**src/rtl/regfile_port_seq.sv**
```systemverilog
// Register-file port sequencer: arbitrates decode operand reads and queued writebacks.
// Optional operand forwarding from the writeback FIFO: define REGSEQ_BYPASS_EN.
module regfile_port_seq #(
    parameter int DATA_W   = 8,
    parameter int ADDR_W   = 3,
    parameter int WB_DEPTH = 2
) (
    input  logic              clk,
    input  logic              reset_n,
    input  logic              rd_req,
    input  logic [ADDR_W-1:0] rd_rs1_addr,
    input  logic [ADDR_W-1:0] rd_rs2_addr,
    output logic              rd_ack,
    output logic [DATA_W-1:0] op1_data,
    output logic [DATA_W-1:0] op2_data,
    input  logic              wb_valid,
    input  logic [ADDR_W-1:0] wb_addr,
    input  logic [DATA_W-1:0] wb_data,
    output logic              wb_ready,
    output logic [ADDR_W-1:0] rf_rs1_addr,
    output logic [ADDR_W-1:0] rf_rs2_addr,
    output logic [ADDR_W-1:0] rf_rd_addr,
    output logic [DATA_W-1:0] rf_rd_data,
    output logic              rf_r_w,
    input  logic [DATA_W-1:0] rf_rs1_data,
    input  logic [DATA_W-1:0] rf_rs2_data
);

    localparam int PTR_W = (WB_DEPTH > 1) ? $clog2(WB_DEPTH) : 1;
    localparam int CNT_W = PTR_W + 1;
    localparam logic [CNT_W-1:0] FULL = CNT_W'(WB_DEPTH);

    typedef enum logic [1:0] {IDLE, RD, RESP, WR} state_e;

    state_e            state_q, state_d;
    logic [CNT_W-1:0]  count_q, count_d;
    logic [PTR_W-1:0]  rd_ptr_q, rd_ptr_d;
    logic [PTR_W-1:0]  wr_ptr_q, wr_ptr_d;
    logic [ADDR_W-1:0] fifo_addr_q [WB_DEPTH];
    logic [ADDR_W-1:0] fifo_addr_d [WB_DEPTH];
    logic [DATA_W-1:0] fifo_data_q [WB_DEPTH];
    logic [DATA_W-1:0] fifo_data_d [WB_DEPTH];
    logic              rd_ack_q, rd_ack_d;
    logic              rf_r_w_q, rf_r_w_d;
    logic [ADDR_W-1:0] rf_rs1_addr_q, rf_rs1_addr_d;
    logic [ADDR_W-1:0] rf_rs2_addr_q, rf_rs2_addr_d;
    logic [ADDR_W-1:0] rf_rd_addr_q, rf_rd_addr_d;
    logic [DATA_W-1:0] rf_rd_data_q, rf_rd_data_d;
    logic [DATA_W-1:0] op1_q, op1_d;
    logic [DATA_W-1:0] op2_q, op2_d;

    logic              push, pop, blocked;
    logic [CNT_W-1:0]  count_after;
    logic [PTR_W-1:0]  head_ptr, idx;
    logic [DATA_W-1:0] src1, src2;

    assign wb_ready    = (count_q != FULL);
    assign rd_ack      = rd_ack_q;
    assign rf_r_w      = rf_r_w_q;
    assign rf_rs1_addr = rf_rs1_addr_q;
    assign rf_rs2_addr = rf_rs2_addr_q;
    assign rf_rd_addr  = rf_rd_addr_q;
    assign rf_rd_data  = rf_rd_data_q;
    assign op1_data    = op1_q;
    assign op2_data    = op2_q;

    always_comb begin
        pop         = (state_q == WR);
        push        = wb_valid && wb_ready;
        count_after = count_q - CNT_W'(pop);
        head_ptr    = rd_ptr_q + PTR_W'(pop);
        blocked     = 1'b0;
        src1        = rf_rs1_data;
        src2        = rf_rs2_data;
        idx         = '0;
`ifdef REGSEQ_BYPASS_EN
        // Walk oldest to youngest so the youngest match wins.
        for (int i = 0; i < WB_DEPTH; i++) begin
            idx = rd_ptr_q + PTR_W'(i);
            if (CNT_W'(i) < count_q) begin
                if (fifo_addr_q[idx] == rf_rs1_addr_q) src1 = fifo_data_q[idx];
                if (fifo_addr_q[idx] == rf_rs2_addr_q) src2 = fifo_data_q[idx];
            end
        end
`else
        // The head being written this cycle no longer blocks.
        for (int i = 0; i < WB_DEPTH; i++) begin
            idx = rd_ptr_q + PTR_W'(i);
            if ((CNT_W'(i) < count_q) && !(pop && (i == 0)) &&
                ((fifo_addr_q[idx] == rd_rs1_addr) ||
                 (fifo_addr_q[idx] == rd_rs2_addr)))
                blocked = 1'b1;
        end
`endif

        state_d = state_q;
        unique case (state_q)
            RD: state_d = RESP;
            IDLE, RESP, WR: begin
                if (count_after == FULL)
                    state_d = WR;
                else if (rd_req && !blocked && (state_q != RESP))
                    state_d = RD;
                else if (count_after != '0)
                    state_d = WR;
                else
                    state_d = IDLE;
            end
        endcase

        fifo_addr_d = fifo_addr_q;
        fifo_data_d = fifo_data_q;
        if (push) begin
            fifo_addr_d[wr_ptr_q] = wb_addr;
            fifo_data_d[wr_ptr_q] = wb_data;
        end
        count_d  = count_q + CNT_W'(push) - CNT_W'(pop);
        rd_ptr_d = rd_ptr_q + PTR_W'(pop);
        wr_ptr_d = wr_ptr_q + PTR_W'(push);

        rd_ack_d      = (state_d == RESP);
        rf_r_w_d      = (state_d != WR);
        rf_rs1_addr_d = (state_d == RD) ? rd_rs1_addr : rf_rs1_addr_q;
        rf_rs2_addr_d = (state_d == RD) ? rd_rs2_addr : rf_rs2_addr_q;
        rf_rd_addr_d  = (state_d == WR) ? fifo_addr_q[head_ptr] : rf_rd_addr_q;
        rf_rd_data_d  = (state_d == WR) ? fifo_data_q[head_ptr] : rf_rd_data_q;
        op1_d         = (state_q == RD) ? src1 : op1_q;
        op2_d         = (state_q == RD) ? src2 : op2_q;
    end

    always_ff @(posedge clk or negedge reset_n) begin
        if (!reset_n) begin
            state_q       <= IDLE;
            count_q       <= '0;
            rd_ptr_q      <= '0;
            wr_ptr_q      <= '0;
            for (int i = 0; i < WB_DEPTH; i++) begin
                fifo_addr_q[i] <= '0;
                fifo_data_q[i] <= '0;
            end
            rd_ack_q      <= 1'b0;
            rf_r_w_q      <= 1'b1;
            rf_rs1_addr_q <= '0;
            rf_rs2_addr_q <= '0;
            rf_rd_addr_q  <= '0;
            rf_rd_data_q  <= '0;
            op1_q         <= '0;
            op2_q         <= '0;
        end else begin
            state_q       <= state_d;
            count_q       <= count_d;
            rd_ptr_q      <= rd_ptr_d;
            wr_ptr_q      <= wr_ptr_d;
            fifo_addr_q   <= fifo_addr_d;
            fifo_data_q   <= fifo_data_d;
            rd_ack_q      <= rd_ack_d;
            rf_r_w_q      <= rf_r_w_d;
            rf_rs1_addr_q <= rf_rs1_addr_d;
            rf_rs2_addr_q <= rf_rs2_addr_d;
            rf_rd_addr_q  <= rf_rd_addr_d;
            rf_rd_data_q  <= rf_rd_data_d;
            op1_q         <= op1_d;
            op2_q         <= op2_d;
        end
    end

endmodule

```
**config.mk**
```make
export PLATFORM = sky130hd
export DESIGN_NAME = regfile_port_seq
export DESIGN_NICKNAME = d
export VERILOG_FILES = /design/src/rtl/regfile_port_seq.sv
export SDC_FILE = /design/constraint.sdc
export NUM_CORES = 1
export LEC_CHECK = 0
export ABC_CLOCK_PERIOD_IN_PS = 2200
export CAP_MARGIN = 20
export CORE_MARGIN = 2
export CORE_UTILIZATION = 62
export CTS_CLUSTER_SIZE = 28
export DETAILED_ROUTE_END_ITERATION = 8
export DONT_BUFFER_PORTS = 1
export GPL_TIMING_DRIVEN = 0
export PLACE_DENSITY = 0.78
export SYNTH_ARGS = -nofsm -noshare
export SYNTH_HDL_FRONTEND = slang
export SYNTH_SLANG_ARGS = --single-unit
```
**constraint.sdc**
```tcl
create_clock -name clk -period 2.2 [get_ports clk]
set_input_delay 0.22 -clock clk [delete_from_list [all_inputs] [get_ports clk]]
set_output_delay 0.22 -clock clk [all_outputs]
set_load 0.01 [all_outputs]
```
==> load_flow_metrics.sql, run 1 <==
INSERT INTO impl_metrics (metric_group, metric, value, unit) VALUES
('cells_and_area', 'final_common_cell', 'dfrtp_1', ''),
('cts', 'cts-buffers-inserted', '9', ''),
('routing', 'routed_wirelength', '5.18', 'mm'),
('worst_setup_path', 'crit_path_cell_trace', 'buf_6 -> mux2i_4 -> xnor2_1 -> nor4_2 -> nor3_4 -> a21boi_4 -> buf_12 -> mux2_4', ''),
('worst_setup_path', 'critical_path.slowest_cell', 'nor4_2', ''),
('sta', 'max-slew-margin-rel', '66.3', '%'),
('yosys', 'share_of_synthesized_area_occupied_by_flip_flops_and_latches', '54.7', '%'),
('global_routing', 'grt.total_usage', '21.5', '%'),
('yosys', 'gate_count_post_synth', '199', ''),
('cells_and_area', 'nNetsFinal', '257', ''),
('pwr', 'peakVddDrop', '938', 'uV'),
('global_routing', 'antenna_found_initial', '0', ''),
('die', 'floorplan.die.width', '72.2', 'um'),
('pwr', 'p_total', '6.47', 'mW'),
('die', 'initial_utilization', '65.3', '%'),
('die', 'floorplan.rows', '24', ''),
('die', 'floorplan.die_area', '5210', 'um2'),
('die', 'fp.coreArea', '4410', 'um2'),
('sta', 'report.final.setup_viol', '0', ''),
('yosys', 'synth_fp_nets', '240', ''),
('routing', 'route.detailed.wl_per_inst', '19.0', 'um'),
('worst_setup_path', 'crit_fanout', '10', ''),
('placement', 'port_buffer_count', '0', ''),
('sta', 'max_clock_freq', '0.465', 'GHz'),
('worst_setup_path', 'cpLargestDelayFamily', 'multiplexers', ''),
('cts', 'tritoncts', 'done', ''),
('sta', 'worst_pin_slew', '505', 'ps'),
('cts', 'htree_levels', '3', ''),
('min_path', 'holdCritPathClass', 'input port to flop', ''),
('cells_and_area', 'post-route-util', '75.1', '%'),
('global_routing', 'grt_pass1_wl', '8.16', 'mm'),
('yosys', 'synth-edff-count', '0', ''),
('worst_setup_path', 'path_class', 'flop to flop', ''),
('yosys', 'ys_ff_latch', '63', ''),
('routing', 'drc', '0', ''),
('cells_and_area', 'final_area', '3310', 'um2'),
('routing', 'final_antenna_net_count', '0', ''),
('global_routing', 'gr-total-overflow', '0', ''),
('routing', 'vias_per_cell', '5.84', ''),
('sta', 'grt_setup_unrepaired', 'yes', ''),
('yosys', 'mappedNetlistArea', '2880', 'um2'),
('worst_setup_path', 'critPathBufInv', '2', ''),
('yosys', 'syn-mean-instance-area', '14.5', 'um2'),
('worst_setup_path', 'worst-endpoint-arrival', '2370', 'ps'),
('yosys', 'yosys_most_used_dff', 'dfrtp_1', ''),
('yosys', 'synth_cell_type_count', '31', ''),
('worst_setup_path', 'critical_path_required', '2420', 'ps'),
('routing', 'drt_iter0_drc', '48', ''),
('pwr', 'pwr_density_cell', '1950', 'nW/um2'),
('global_routing', 'pin_count_of_the_biggest_net_entering_global_routing', '64', ''),
('outcome', 'run_status', 'finished, final reports clean', ''),
('sta', 'min_period', '2150', 'ps'),
('placement', 'hpwl_dp', '3.59', 'mm'),
('sta', 'period_share', '97.7', '%'),
('cts', 'cts.clk_slew.worst_paths', '70', 'ps'),
('worst_setup_path', 'timing.critical_path.slowest_cell_delay', '350', 'ps'),
('cts', 'clock_root_cell', 'clkbuf_8', ''),
('cells_and_area', 'areaGrowthSynthToFinish', '14.9', '%'),
('yosys', 'async_reset_ff_share', '100', '%'),
('placement', 'gpl.final_weighted_congestion', '0.851', ''),
('cts', 'worst_skew_pair.late_latency', '340', 'ps'),
('sta', 'fin_skew', '7.17', 'ps'),
('pwr', 'power.static_leakage', '1.45', 'nW'),
('worst_setup_path', 'setup.worst_path.start_class', 'flop', ''),
('placement', 'placement.cell_area', '2950', 'um2'),
('cells_and_area', 'fill_cells', '269', ''),
('cts', 'clock_path_buffers', '2', ''),
('sta', 'hold_violations_final', '0', ''),
('run', 'total_of_max_cap_violations', '0', ''),
('sta', 'final_max_slew_viol_count', '0', ''),
('cts', 'numClockSinks', '63', ''),
('die', 'fp.dieH', '72.2', 'um'),
('yosys', 'yosysWarnings', '0', ''),
('cells_and_area', 'layout-drive-gt1-share', '43.4', '%'),
('routing', 'first_pass_iters', '4', ''),
('routing', 'vias', '1595', ''),
('die', 'top_level_ports', '73', ''),
('global_routing', 'via_count_of_the_first_global_routing_pass', '1707', ''),
('cells_and_area', 'antenna-diode-count', '0', ''),
('cells_and_area', 'most-common-layout-cells', '62 x dfrtp_1, 49 x mux2_2, 11 x nand2_1', ''),
('worst_setup_path', 'worstSetupEndpointType', 'flop', '');
[through the flow]
stage / TNS (ps) / setup slack [ps] / hold WS [ps] / std cells
4_1_cts: 0 / 30.3 / 2.32 / 271
2_1_floorplan: 0 / 156 / -75.6 / 199
3_5_place_dp: 0 / 3.26 / -74.6 / 251
5_1_grt: -232 / -27.1 / 10.9 / 273
6_report: 0 / 50.9 / 13.9 / 273
3_3_place_gp: 0 / 39.5 / -74.3 / 251
[state kept, by name, indices dropped and copies added (netlist names), 2 cells and up]
register	cells
rf_rs1_addr	3
op1_data	8
rf_rd_addr	3
state_q	2
count_q	2
rf_rs2_addr	3
fifo_data_q	16
fifo_addr_q	6
rf_rd_data	8
op2_data	8
[final timing paths]
path / from / endpoint / slack [ps] / cells past startpoint
min in group asynchronous: reset_n / rf_rd_data[0] / 450 / 2
setup / recovery: rd_ptr_q / rf_rd_data[0] / 50 / 8
setup reg to reg: rd_ptr_q / rf_rd_data[0] / 50 / 8
hold / removal: rd_rs2_addr[2] / rf_rs2_addr[2] / 10 / 1
max in group asynchronous: reset_n / rf_r_w / 1470 / 2
hold reg to reg: fifo_data_q[14] / fifo_data_q[14] / 510 / 1
[where the power goes]
part | total, mW | internal (mW) | switching [mW] | leakage [nW]
Combinational | 2.84 | 1.68 | 1.16 | 0.588
Clock | 1.22 | 0.779 | 0.442 | 0.122
Sequential | 2.41 | 1.80 | 0.612 | 0.739
Total | 6.47 | 4.25 | 2.21 | 1.45
[cell usage after synthesis (2+ instances only)]
| library cell | count | area share (%) |
|---|---|---|
| clkbuf_1 | 3 | 0.39 |
| xor2_1 | 6 | 1.8 |
| mux2_4 | 9 | 4.7 |
| nor4_2 | 2 | 0.87 |
| buf_2 | 2 | 0.35 |
| mux2_1 | 6 | 2.3 |
| nand2b_1 | 3 | 0.65 |
| mux2i_2 | 3 | 1.4 |
| nand2_1 | 11 | 1.4 |
| a21oi_1 | 3 | 0.52 |
| xnor2_1 | 9 | 2.7 |
| dfrtp_1 | 62 | 54 |
| mux2i_1 | 3 | 1.0 |
| mux2_2 | 49 | 19 |
| ha_1 | 4 | 1.7 |
| nor2_1 | 2 | 0.26 |
| inv_1 | 7 | 0.91 |
| nor2b_1 | 2 | 0.43 |
[timing repair]
| item | in CTS | in global routing |
|---|---|---|
| hold buffers | 3 | 2 |
| endpoints found under the setup margin | 9 | 37 |
| hold endpoints to repair | 64 | 2 |
| buffers inserted | 1 | 0 |
| gates resized for setup | 2 | 10 |
| pin swaps | 1 | 3 |
| gates cloned | 0 | 0 |
[worst reg2reg max path, cell delays in order (launching register included)]
cell and delay (ps):
dfrtp_1 340, buf_6 170, mux2i_4 270, xnor2_1 110, nor4_2 350, nor3_4 90
a21boi_4 210, buf_12 170, mux2_4 310
[cell type report]
type                            instances  area (um2)  area share (%)
Multi-Input combinational cell        121        1260            38.1
Sequential cell                        63        1580            47.6
Clock buffer                           10         138            4.15
Timing Repair Buffer                    6        75.1            2.27
Buffer                                  8        61.3            1.85
Clock inverter                          6         108            3.25
Inverter                                7        26.3           0.793
Tap cell                               52        65.1            1.96
[routing by layer]
layer / global-route usage [%] / share of wire (%) / vias to the layer above
met5: 0 / 0 / -
met4: 11.9 / 3.0 / 0
met3: 7.08 / 6.3 / 17
met2: 34.8 / 51 / 57
met1: 25.3 / 40 / 793
li1: - / - / 728
[cell families after synthesis]
family | Yosys count | share of synthesized area (%)
xor+xnor | 15 | 4.56
simple gates | 24 | 4.90
mux | 70 | 28.6
compound gates | 8 | 2.73
fa+ha+maj | 4 | 1.74
flops | 63 | 54.7
buf+inv | 15 | 2.69
Note: power is estimated with default switching activity, not from simulation.
==> run 2, diff against run 1 <==
--- a/config.mk
+++ b/config.mk
@@ -5,8 +5,10 @@
 export SDC_FILE = /design/constraint.sdc
 export NUM_CORES = 1
 export LEC_CHECK = 0
+export ABC_AREA = 1
 export ABC_CLOCK_PERIOD_IN_PS = 2200
 export CAP_MARGIN = 20
+export CORE_ASPECT_RATIO = 1.4
 export CORE_MARGIN = 2
 export CORE_UTILIZATION = 62
 export CTS_CLUSTER_SIZE = 28
==> load_flow_metrics.sql, run 2 <==
INSERT INTO impl_metrics (metric_group, metric, value, unit) VALUES
('outcome', 'run_status', 'finished, final reports clean', ''),
('placement', 'dp.cells', '415', ''),
('cells_and_area', 'fin_cells', '438', ''),
('run', 'total_of_max_cap_violations', '0', ''),
('worst_setup_path', 'crit_path_cell_trace', 'inv_1 -> nand2_1 -> nand2_1 -> inv_1 -> ha_1 -> clkbuf_1 -> mux2_2', ''),
('die', 'fp.coreArea', '4570', 'um2'),
('routing', 'route.detailed.wl_per_inst', '14.0', 'um'),
('yosys', 'post-synth-top-count-cell', 'nand2_1', ''),
('cts', 'cts-buffers-inserted', '9', ''),
('placement', 'port_buffer_count', '0', ''),
('global_routing', 'antenna_found_initial', '0', ''),
('cts', 'numClockSinks', '63', ''),
('die', 'floorplan.die_area', '5360', 'um2'),
('pwr', 'peakVddDrop', '1080', 'uV'),
('worst_setup_path', 'setup.reg_to_reg.worst_slack', '150', 'ps'),
('global_routing', 'gr-total-overflow', '0', ''),
('yosys', 'share_of_synthesized_area_occupied_by_flip_flops_and_latches', '53.2', '%'),
('sta', 'max_clock_freq', '0.488', 'GHz'),
('routing', 'routed_wirelength', '6.12', 'mm'),
('placement', 'hpwl_dp', '4.37', 'mm'),
('cells_and_area', 'post-route-util', '73.5', '%'),
('worst_setup_path', 'cpLargestDelayFamily', 'buffers and inverters', ''),
('pwr', 'power.static_leakage', '1.75', 'nW'),
('worst_setup_path', 'critical_path.slowest_cell', 'clkbuf_1', ''),
('cts', 'worst_skew_pair.late_latency', '330', 'ps'),
('yosys', 'synth_fp_nets', '394', ''),
('sta', 'fin_skew', '6.49', 'ps'),
('worst_setup_path', 'worstSetupEndpointType', 'flop', ''),
('worst_setup_path', 'setup.worst_path.start_class', 'flop', ''),
('worst_setup_path', 'critical_path.endpoint', 'fifo_data_q[7]', ''),
('worst_setup_path', 'worstRegToRegCells', '7', ''),
('yosys', 'mappedNetlistArea', '2970', 'um2'),
('global_routing', 'grt.total_usage', '24.6', '%'),
('pwr', 'pwr_density_cell', '1850', 'nW/um2'),
('worst_setup_path', 'path_class', 'flop to flop', ''),
('sta', 'worst_pin_slew', '480', 'ps'),
('global_routing', 'pin_count_of_the_biggest_net_entering_global_routing', '64', ''),
('cts', 'clock_root_cell', 'clkbuf_8', ''),
('cts', 'tritoncts', 'done', ''),
('die', 'fp.dieH', '85.8', 'um'),
('worst_setup_path', 'crit_fanout', '10', ''),
('yosys', 'synth_cell_type_count', '24', ''),
('sta', 'setup_total_negative_slack', '0', 'ps'),
('yosys', 'yosysWarnings', '0', ''),
('global_routing', 'via_count_of_the_first_global_routing_pass', '2250', ''),
('yosys', 'yosys_most_used_dff', 'dfrtp_1', ''),
('min_path', 'holdCritStartpoint', 'rf_rs1_data[1]', ''),
('cells_and_area', 'most-common-layout-cells', '149 x nand2_1, 62 x dfrtp_1, 36 x nand3_1', ''),
('die', 'floorplan.die.width', '62.5', 'um'),
('sta', 'grt_setup_unrepaired', 'no', ''),
('yosys', 'yosys.area.top_type_share', '52.3', '%'),
('yosys', 'synth.area.mux_share', '3.04', '%'),
('cells_and_area', 'final_common_cell', 'nand2_1', ''),
('worst_setup_path', 'worst-endpoint-arrival', '2260', 'ps'),
('worst_setup_path', 'critical_path_required', '2410', 'ps'),
('sta', 'report.final.setup_viol', '0', ''),
('routing', 'vias_per_cell', '5.34', ''),
('worst_setup_path', 'path_depth', '7', ''),
('yosys', 'ys_ff_latch', '63', ''),
('yosys', 'synth_top_family_by_area', 'simple AND/OR/NAND/NOR gates', ''),
('yosys', 'async_reset_ff_share', '100', '%'),
('worst_setup_path', 'critPathBufInv', '3', ''),
('yosys', 'syn-mean-instance-area', '8.40', 'um2'),
('cells_and_area', 'max_flop_register', 'fifo_data_q', ''),
('sta', 'min_period', '2050', 'ps'),
('yosys', 'synth_top_cell_by_area', 'dfrtp_1', ''),
('sta', 'period_share', '93.1', '%'),
('sta', 'hold_violations_final', '0', ''),
('cells_and_area', 'areaGrowthSynthToFinish', '13.4', '%'),
('yosys', 'gate_count_post_synth', '353', ''),
('die', 'floorplan.rows', '29', ''),
('die', 'initial_utilization', '64.9', '%'),
('cells_and_area', 'layout-drive-gt1-share', '11.2', '%'),
('global_routing', 'grt_pass1_wl', '10.2', 'mm'),
('cts', 'htree_levels', '3', ''),
('sta', 'fin_worst_hold_slack', '7.68', 'ps'),
('yosys', 'synth_fa_ha_area_share', '1.69', '%'),
('min_path', 'holdCritPathClass', 'input port to flop', ''),
('worst_setup_path', 'crit_reg_reg_startpoint', 'count_q[0]', ''),
('die', 'top_level_ports', '73', ''),
('routing', 'drc', '0', ''),
('cells_and_area', 'fill_cells', '364', ''),
('routing', 'drt_iter0_drc', '129', ''),
('yosys', 'synth_area_leaders', 'dfrtp_1 52%, nand2_1 19%, nand3_1 6.1%, o21ai_0 4.2%, inv_1 3.8%', ''),
('routing', 'first_pass_iters', '4', ''),
('sta', 'final_max_slew_viol_count', '0', ''),
('cells_and_area', 'largest_reg_flops', '16', ''),
('routing', 'vias', '2337', ''),
('yosys', 'post_synthesis_share_of_cell_area_spent_on_xor_and_xnor_gates', '1.43', '%'),
('routing', 'final_antenna_net_count', '0', ''),
('yosys', 'synth_common_cells', '149 x nand2_1, 62 x dfrtp_1, 36 x nand3_1', ''),
('yosys', 'synth-edff-count', '0', ''),
('cells_and_area', 'antenna-diode-count', '0', ''),
('cells_and_area', 'nNetsFinal', '412', ''),
('sta', 'max-slew-margin-rel', '68.0', '%'),
('yosys', 'synth_simple_gate_area_share', '28.6', '%'),
('worst_setup_path', 'timing.critical_path.slowest_cell_delay', '400', 'ps'),
('cts', 'clock_path_buffers', '2', ''),
('worst_setup_path', 'critPathLaunch', 'count_q[0]', ''),
('cts', 'cts.clk_slew.worst_paths', '70', 'ps'),
('placement', 'gpl.final_weighted_congestion', '0.770', ''),
('worst_setup_path', 'r2r_end', 'fifo_data_q[7]', ''),
('yosys', 'synth-compound-area-share', '5.57', '%');
-- run 2: how the worst min path moves through the flow --
stage,end,depth (start not counted)
detailed placement,rf_rs1_addr[2],0
global placement,rf_rs1_addr[2],0
CTS,op1_data[1],2
finish,op1_data[1],2
global route,op1_data[6],2
floorplan,count_q[0],0
-- run 2: per-layer routing --
layer | part of all wire (%) | global-route usage [%] | vias to the layer above
met5 | 0 | 0 | -
met4 | 2.4 | 13.7 | 0
met3 | 4.8 | 4.33 | 12
met2 | 52 | 41.3 | 68
met1 | 41 | 30.2 | 1106
li1 | - | - | 1151
-- run 2: layout make-up --
cell class | instances | area (um2) | area share (%)
flip-flops and latches | 63 | 1580 | 46.9
multi-input cells | 246 | 1200 | 35.6
clock buffers | 12 | 155 | 4.61
inverters | 31 | 116 | 3.46
repair buffers | 7 | 87.6 | 2.61
well taps | 62 | 77.6 | 2.31
clock inverters | 4 | 76.3 | 2.27
plain buffers | 13 | 73.8 | 2.20
-- run 2: what timing repair did --
action,4_1_cts,5_1_grt
hold buffers,7,0
buffers inserted,0,0
resized for setup,0,0
setup endpoints to repair,0,0
hold endpoints to repair,68,0
-- run 2: metrics by stage --
stage | setup WS, ps | cell area, um2 | power [mW]
after CTS | 155 | 3360 | 6.27
final | 151 | 3360 | 6.22
after floorplan | 473 | 2970 | 4.42
after global placement | 209 | 3040 | 4.97
after global routing | 28.2 | 3360 | 6.76
after detailed placement | 177 | 3040 | 5.07
-- run 2: logic make-up after synthesis --
group,Yosys count
simple gates,202
fa+ha+maj,4
compound gates,28
xor+xnor,4
buf+inv,44
mux,8
flops,63
-- run 2: power by group --
group	internal, mW	total (mW)	switching [mW]
clock network	0.704	1.14	0.432
logic	1.00	2.80	1.80
registers	1.77	2.28	0.505
